--- src/rtl/hc05_pkg.sv ---
// Shared types and constants for the HC-05 message arbiter.
// HC05_CRLF_EN selects the 12-byte frame that ends in CR/LF.
package hc05_pkg;

    typedef enum logic [1:0] {StIdle, StSend, StDone} state_e;

    localparam logic [7:0] ChF    = 8'h46;
    localparam logic [7:0] ChI    = 8'h49;
    localparam logic [7:0] ChM    = 8'h4D;
    localparam logic [7:0] ChDash = 8'h2D;
    localparam logic [7:0] ChS    = 8'h53;
    localparam logic [7:0] ChU    = 8'h55;
    localparam logic [7:0] ChHash = 8'h23;
    localparam logic [7:0] ChCr   = 8'h0D;
    localparam logic [7:0] ChLf   = 8'h0A;

    localparam int unsigned FrameLenBase = 10;
    localparam int unsigned FrameLenCrlf = 12;

`ifdef HC05_CRLF_EN
    localparam int unsigned FrameLen = FrameLenCrlf;
    localparam int unsigned PtrW     = 5;
`else
    localparam int unsigned FrameLen = FrameLenBase;
    localparam int unsigned PtrW     = 4;
`endif

endpackage

--- src/rtl/hc05_frame_rom.sv ---
// Combinational frame lookup: byte pointer plus captured unit/index to frame byte.
// HC05_CRLF_EN adds the trailing CR and LF entries.
module hc05_frame_rom
    import hc05_pkg::*;
#(
    parameter int unsigned FRAME_BYTES = FrameLen
) (
    input  logic [PtrW-1:0] ptr,
    input  logic [7:0]      unit,
    input  logic [7:0]      idx,
    output logic [7:0]      byte_data,
    output logic            last
);

    always_comb begin
        byte_data = 8'h00;
        unique case (ptr)
            PtrW'(0):  byte_data = ChF;
            PtrW'(1):  byte_data = ChI;
            PtrW'(2):  byte_data = ChM;
            PtrW'(3):  byte_data = ChDash;
            PtrW'(4):  byte_data = unit;
            PtrW'(5):  byte_data = ChS;
            PtrW'(6):  byte_data = ChU;
            PtrW'(7):  byte_data = idx;
            PtrW'(8):  byte_data = ChDash;
            PtrW'(9):  byte_data = ChHash;
`ifdef HC05_CRLF_EN
            PtrW'(10): byte_data = ChCr;
            PtrW'(11): byte_data = ChLf;
`endif
            default:   byte_data = 8'h00;
        endcase
    end

    assign last = (ptr == PtrW'(FRAME_BYTES - 1));

endmodule

--- src/rtl/hc05_msg_arbiter.sv ---
// Round-robin arbiter that streams "FIM-<unit>SU<idx>-#" frames to the HC-05 UART.
// HC05_CRLF_EN appends CR/LF to every frame.
module hc05_msg_arbiter
    import hc05_pkg::*;
#(
    parameter int unsigned NUM_REQ = 4,
    parameter int unsigned MSG_LEN = 10
) (
    input  logic                 clk,
    input  logic                 jreset,
    input  logic                 en,
    input  logic [NUM_REQ-1:0]   req,
    input  logic [NUM_REQ*8-1:0] req_unit,
    input  logic [NUM_REQ*8-1:0] req_idx,
    output logic [NUM_REQ-1:0]   ack,
    output logic [NUM_REQ-1:0]   grant,
    output logic                 busy,
    output logic [7:0]           byte_data,
    output logic                 byte_valid,
    input  logic                 byte_ready
);

    localparam int unsigned IdxW       = $clog2(NUM_REQ);
    localparam int unsigned FrameBytes = MSG_LEN + (FrameLen - FrameLenBase);

    state_e          state_q;
    logic [PtrW-1:0] ptr_q;
    logic [IdxW-1:0] rr_q;
    logic [IdxW-1:0] owner_q;
    logic [7:0]      unit_q;
    logic [7:0]      idx_q;

    logic [7:0]      unit_arr [NUM_REQ];
    logic [7:0]      idx_arr  [NUM_REQ];
    logic [IdxW-1:0] win;
    logic            found;
    logic [7:0]      rom_byte;
    logic            rom_last;

    for (genvar g = 0; g < NUM_REQ; g++) begin : g_unpack
        assign unit_arr[g] = req_unit[8*g +: 8];
        assign idx_arr[g]  = req_idx[8*g +: 8];
    end

    // First pending request at or above rr_q, wrapping around.
    always_comb begin
        int unsigned k;
        logic [IdxW-1:0] k_idx;
        found = 1'b0;
        win   = '0;
        k     = 0;
        k_idx = '0;
        for (int unsigned i = 0; i < NUM_REQ; i++) begin
            k     = (32'(rr_q) + i) % NUM_REQ;
            k_idx = IdxW'(k);
            if (!found && req[k_idx]) begin
                found = 1'b1;
                win   = k_idx;
            end
        end
    end

    hc05_frame_rom #(
        .FRAME_BYTES(FrameBytes)
    ) u_rom (
        .ptr      (ptr_q),
        .unit     (unit_q),
        .idx      (idx_q),
        .byte_data(rom_byte),
        .last     (rom_last)
    );

    assign byte_data = (state_q == StSend) ? rom_byte : 8'h00;

    always_ff @(posedge clk or posedge jreset) begin
        if (jreset) begin
            state_q    <= StIdle;
            ptr_q      <= '0;
            rr_q       <= '0;
            owner_q    <= '0;
            unit_q     <= 8'h00;
            idx_q      <= 8'h00;
            grant      <= '0;
            ack        <= '0;
            busy       <= 1'b0;
            byte_valid <= 1'b0;
        end else begin
            unique case (state_q)
                StIdle: begin
                    ack <= '0;
                    if (en && found) begin
                        owner_q    <= win;
                        unit_q     <= unit_arr[win];
                        idx_q      <= idx_arr[win];
                        grant      <= NUM_REQ'(1) << win;
                        busy       <= 1'b1;
                        byte_valid <= 1'b1;
                        ptr_q      <= '0;
                        state_q    <= StSend;
                    end
                end
                StSend: begin
                    if (byte_ready) begin
                        if (rom_last) begin
                            state_q    <= StDone;
                            byte_valid <= 1'b0;
                            ack        <= grant;
                            grant      <= '0;
                            busy       <= 1'b0;
                            ptr_q      <= '0;
                            rr_q       <= (owner_q == IdxW'(NUM_REQ - 1)) ? '0
                                                                          : owner_q + 1'b1;
                        end else begin
                            ptr_q <= ptr_q + 1'b1;
                        end
                    end
                end
                StDone: begin
                    ack     <= '0;
                    state_q <= StIdle;
                end
                default: state_q <= StIdle;
            endcase
        end
    end

endmodule

--- config.mk ---
export PLATFORM = sky130hd
export DESIGN_NAME = hc05_msg_arbiter
export DESIGN_NICKNAME = d
export VERILOG_FILES = /design/src/rtl/hc05_pkg.sv /design/src/rtl/hc05_frame_rom.sv /design/src/rtl/hc05_msg_arbiter.sv
export SDC_FILE = /design/constraint.sdc
export NUM_CORES = 1
export LEC_CHECK = 0
export CORE_MARGIN = 2
export CORE_UTILIZATION = 40
export CTS_BUF_LIST = sky130_fd_sc_hd__clkbuf_4 sky130_fd_sc_hd__clkbuf_8 sky130_fd_sc_hd__clkbuf_16
export CTS_CLUSTER_SIZE = 14
export DETAILED_ROUTE_END_ITERATION = 10
export PLACE_DENSITY = 0.8
export RECOVER_POWER = 25
export SETUP_SLACK_MARGIN = 0.02
export SLEW_MARGIN = 20
export SYNTH_ARGS = -nofsm -noshare
export SYNTH_HDL_FRONTEND = slang
export SYNTH_HIERARCHICAL = 1
export SYNTH_SLANG_ARGS = --single-unit
--- constraint.sdc ---
create_clock -name clk -period 2.3 [get_ports clk]
set_clock_uncertainty 0.2 [all_clocks]
set_input_delay 0.345 -clock clk [delete_from_list [all_inputs] [get_ports clk]]
set_output_delay 0.345 -clock clk [all_outputs]
set_load 0.01 [all_outputs]
Word level (Yosys, flattened, before mapping)
Index checks and enable logic that the tools add are counted.
Operators by class
  multiplexer cells: 44
  bitwise logic cells: 1
  magnitude comparators: 5
  equality and inequality tests: 15
  shifts and indexed selects: 1
  reductions and logical operators: 19
  $add $sub $neg: 5
Operators with widths (count)
  8-bit case mux with 9 select lines: 1
  8-bit two-way mux: 5
  8-bit binary-select mux with 2-bit select: 2
  4-bit two-way mux: 8
  4-bit case mux with 2 select lines: 3
  4-bit by 3-bit == test with 1-bit output, second input constant: 4
  2-bit two-way mux: 8
  2-bit by 3-bit less-than comparator with 1-bit output, second input constant: 4
  3-bit AND reduction: 4
  1-bit two-way mux: 11
  1-bit binary-select mux with 2-bit select: 4
  4-bit by 2-bit == test with 1-bit output, second input constant: 2
  4-bit == test, second input constant: 2
  2-bit inequality test, second input constant: 3
  2-bit by 1-bit adder with 2-bit output, second input constant: 2
  2-bit adder, second input constant: 2
  4-bit by 1-bit adder with 4-bit output, second input constant: 1
  2-bit == test, second input constant: 2
  4-bit by 1-bit == test with 1-bit output, second input constant: 1
  1-bit logical AND: 4
  4-bit zero test: 1
  2-bit case mux with 2 select lines: 1
  4-bit AND reduction: 1
  2-bit nonzero test: 2
  other kinds (9): 12
Storage, ports and cells
  flip-flop bits (word level): 35
  output and inout port bits: 18
  word-level logic and storage cells: 99
  input bits: 72

Longest topological paths before layout
  word-level depth: 16
  mapped depth: 10
  depth with buffers taken out: 7

By module
The synthesis kept the hierarchy.
Modules (own cells, without submodules)
  hc05_msg_arbiter: cells an instance 226, area an instance 2065.7 sq um, sequential area each 875.8 sq um, times used 1
  hc05_frame_rom: cells an instance 41, area an instance 299.0 sq um, sequential area each 0.0 sq um, times used 1

Worst setup path before layout
OpenSTA, ideal clock, no wires.
  path type: flip-flop to flip-flop
  start: reg ptr_q[2]
  end: reg ack[0]
  required time: 1.980 ns
  library setup time: 0.120 ns
  arrival time: 1.809 ns
  period minus slack after synthesis: 2.130 ns
  buffers on the path: 3
  stages on the path, launching flop included: 11
  slack: 0.170 ns
  cells stage by stage: dfrtp_1 -> buf_4 -> inv_1 -> nand2_1 -> nor3b_1 -> clkbuf_1 -> nand2_1 -> or2_2 -> clkbuf_1 -> mux2i_1 -> nor2b_1
Between the ends
  longest elaborated chain between the ends: 3
Ends and longest elaborated chain
  start: declaration: RTL line hc05_msg_arbiter.sv:27  | logic [PtrW-1:0] ptr_q;
  start signal: assignment: RTL line hc05_msg_arbiter.sv:114  | ptr_q <= ptr_q + 1'b1;
  4-bit == test: RTL line hc05_frame_rom.sv:36  | assign last = (ptr == PtrW'(FRAME_BYTES - 1));
  via rom_last: RTL line hc05_msg_arbiter.sv:38  | logic rom_last;
  2-bit inequality test (no source line)
  3-bit AND reduction (no source line)
  end signal: assignment: RTL line hc05_msg_arbiter.sv:107  | ack <= grant;
  end: declaration: RTL line hc05_msg_arbiter.sv:15  | output logic [NUM_REQ-1:0] ack,
The timed path passes the listed nets, and every way through them passes these cells.
A chain may end at the register's enable or synchronous reset.

Worst setup path after layout
  start: reg ptr_q[2]
  end: out byte_data[3]
Between the ends
  longest elaborated chain between the ends: 4
  elaborated cells on any way between the ends: 13
  classes of those cells: 9 x eq/ne; 2 x mux; 2 x reduce/logical
Ends and longest elaborated chain
  4-bit by 2-bit == test with 1-bit output or 4-bit == test (tied branches): RTL line hc05_frame_rom.sv:17  | unique case (ptr)
  2-bit OR reduction (no source line)
  8-bit case mux with 9 select lines *: RTL line hc05_frame_rom.sv:17
  via rom_byte[3]: RTL line hc05_msg_arbiter.sv:37  | logic [7:0] rom_byte;
  8-bit two-way mux *: RTL line hc05_msg_arbiter.sv:73  | assign byte_data = (state_q == StSend) ? rom_byte : 8'h00;
  end: declaration: RTL line hc05_msg_arbiter.sv:18  | output logic [7:0] byte_data,
Mark *: on every way through the listed nets, which the timed path passes. The rest lies on a longest branch.

==> out/qor.csv <==
stage;metric;value;unit
setup_path;rr_startpoint;ptr_q[2];
yosys;synthDominantCellAreaShare;0.370;
die;floorplan.initialDensity;0.407;
hold_path;worst_hold_path.num_cells;1;
setup_path;cp.arrival;1740;ps
setup_path;critPathKind;flip-flop to primary output;
finish;drive_gt1_frac;0.204;
sta;timing.final.hold_violations;0;
die;die-height;80.9;um
cts;clock_latency;290;ps
power;cellLeakagePower;0.00152;uW
sta;final.min_clock_period;2280;ps
finish;num-nets-final;447;
setup_path;largest_stage_delay_on_the_critical_path;460;ps
finish;nFillCells;493;
cts;clock_path_buffers;2;
setup_path;startpoint_type_of_the_worst_setup_path;flip-flop;
setup_path;cp-end-kind;primary output;
cts;cts.clk_slew.worst_paths;70;ps
grt;gr-usage-all-layers;0.235;
route;detail_route.first_pass.iterations;4;
yosys;synth_seq_cells;35;
route;initialDrtViolationCount;225;
route;vias;2564;
cts;tritoncts_num_sinks;35;
hold_path;whs_endpoint;rr_q[0];
yosys;post_synth_num_cell_types;54;
sta;slew_of_the_pin_with_the_lowest_slew_margin;879;ps
setup_path;cpMaxStageDelayCell;dfrtp_2;
cts;ctsRootBufferMaster;clkbuf_8;
setup_path;timing.critical_path.required;1750;ps
route;antenna_left;0;
power;power_density;1090;nW/um2
finish;finish.utilization;0.620;
setup_path;cp.buffers_inverters;2;
sta;min_setup_slack_post_route;18.2;ps
cts;cts_made_buffers;5;
setup_path;path_delay_family;flip-flops;
grt;grt_overflow;0;
yosys;post_synth_inst_count;267;
placed_design;buffer_ports.inserted;89;
grt;grt_antenna_before_repair;0;
setup_path;crit_path_cell_trace;nor3b_4, buf_4, a221oi_4, o22ai_1, and2_1, clkbuf_2;
placed_design;post-dp-hpwl;5490;um
setup_path;worst_r2r_endpoint;ack[1];
placed_design;pre_cts_slack;-83.1;ps
placed_design;place.gp.congestion;0.875;
grt;global_route_wire_length_before_repair;11900;um
sta;count_of_final_setup_violators;0;
sta;rsz0062_at_grt;yes;
hold_path;min_delay_src;owner_q[0];
grt;grt_start_max_net_pins;36;
sta;max_freq;438;MHz
route;wirelength;7400;um
route;drc_violations_left;0;
die;floorplan.rows;28;
die;coreArea;5820;um2
die;design.portCount;90;
die;floorplan.die.width;80.9;um
route;via_per_inst;5.72;
yosys;synth_area_leader_cell;dfrtp_1;
finish;syn2layout_area_growth;52.6;%
route;route.detailed.wl_per_inst;16.5;um
yosys;synthesis.nets;341;
setup_path;worstSetupStartpoint;ptr_q[2];
finish;antenna_cells_inserted;0;
yosys;top_post_synthesis_cells_by_area;dfrtp_1 37%, nand3_1 8.5%, a221oi_2 6.3%;
sta;timing_max_transition_violations_final;0;
yosys;yosysWarningCount;6;
grt;first_global_vias;2569;
yosys;post_synth_instance_area;2360;um2
sta;timing.slew.headroom;0.414;
die;fp.dieArea;6540;um2
setup_path;crit_fanout;6;
yosys;ys_seq_area_frac;0.370;
setup_path;reg2regPathDepth;8;
setup_path;regToRegSetupSlack;210;ps
cts;htree_num_levels;2;
job;cap_violations;0;
cts;cts_hold_fix_bufs;0;
run_status;run_status;completed;
sta;min_period_over_period;0.992;
yosys;syn_avg_cell_area;8.86;um2
cts;cts_tree;built;
hold_path;min_path_type;flip-flop to flip-flop;
power;ir_worst_vdd;0.662;mV
## layer usage
metal  up-vias  track usage  wire length [um]
met2       120        0.387              3660
li1       1204            -                 -
met5         -            0                 0
met4         0       0.0881               187
met3        17       0.0411               494
met1      1223        0.308              3060
## registers in the layout, summed over array words and instances, names as in the netlist
register and flops:
ack 4, byte_valid 1, grant 4, idx_q 8, owner_q 2, ptr_q 4
rr_q 2, state_q 2, unit_q 8
## worst reg2reg max path, stage by stage (launching register included)
cell and delay [ps]:
dfrtp_2 460, buf_4 170, inv_1 90, nand2_1 140, nor3b_2 250, nand2_1 90, or2_2 350, mux2i_1 170
nor2b_1 60
## report_power, final
part	internal (uW)	leakage (uW)	switching (uW)
Clock	235	0.0000470	225
Combinational	1160	0.00106	1140
Sequential	888	0.000417	284
## worst max path at each step
stage               depth (start not counted)      endpoint  slack (ps)
detailed placement                          5     unit_q[6]         -80
global route                                6  byte_data[3]         -20
global placement                            5     unit_q[0]           7
finish                                      6  byte_data[3]          20
floorplan                                  10        ack[0]         170
CTS                                         6  byte_data[3]         -70
## cells by family after synthesis
group | Yosys count | share of synthesized area
AND/OR/NAND/NOR | 121 | 0.259
AO/OA/AOI/OAI | 75 | 0.261
flip-flops | 35 | 0.370
buffers and inverters | 27 | 0.0688
multiplexers | 6 | 0.0259
adder cells (fa/ha/maj) | 2 | 0.0106
XOR/XNOR | 1 | 0.00370
## cell usage in the layout (no fill, tap or decap), types with 8 or more instances in the layout
cell type / instances
buf_4: 25
a21oi_1: 9
clkdlybuf4s50_1: 80
and2_1: 8
nand3_1: 40
a221oi_2: 9
nor2b_1: 8
nand2_1: 21
nor2_1: 27
dfrtp_1: 31
a31oi_1: 16
a221oi_1: 8
## timing repair
item | 4_1_cts | 5_1_grt
resized for setup | 18 | 16
endpoints found under the setup margin | 8 | 11
pin swaps | 1 | 4
setup buffers | 7 | 3
## layout make-up
type                       instances  area, um2  share of cell area
inverter                           5       18.8             0.00520
tap                               75       93.8              0.0260
multi-input combinational        205       1370               0.378
sequential                        35        881               0.244
timing repair buffer             121       1160               0.322
clock buffer                       6       82.6              0.0229
clock inverter                     1       5.00             0.00139
## synthesized netlist by cell type (all sizes together)
| cell | n |
|---|---|
| a21bo | 1 |
| a22oi | 1 |
| and3 | 1 |
| or4b | 1 |
| nand2b | 2 |
| xor2 | 1 |
| o22a | 1 |
| and2 | 8 |
| a31oi | 16 |
| and4b | 1 |
| a21boi | 1 |
| nor3b | 3 |
| ha | 2 |
| o21ai | 9 |
| or2 | 2 |
| o32a | 1 |
| o21a | 1 |
| o32ai | 1 |
| a2bb2oi | 2 |
| nand2 | 22 |
| or2b | 1 |
| and2b | 1 |
| buf | 14 |
| nand3 | 41 |
| nor2 | 27 |
| a21oi | 10 |
| a221oi | 18 |
| a211oi | 2 |
| o21bai | 1 |
| o31ai | 3 |
| inv | 5 |
| mux2i | 5 |
| a211o | 1 |
| nor2b | 8 |
| nand3b | 1 |
| mux2 | 1 |
| o221a | 2 |
| o22ai | 4 |
| dfrtp | 35 |
| clkbuf | 8 |
| nor3 | 2 |
## per-stage QoR
step                      instance area, um2  setup TNS (ps)  hold slack, ps  instances  power, uW
after floorplan                         2360               0             254        267       2450
after global placement                  3430               0             278        431       3240
after detailed placement                3430            -443             294        431       3340
after CTS                               3580           -67.7             281        445       3840
after global routing                    3610           -21.7             337        448       4200
final                                   3610               0             311        448       3930
No activity file was read; power rests on OpenSTA's default activity.
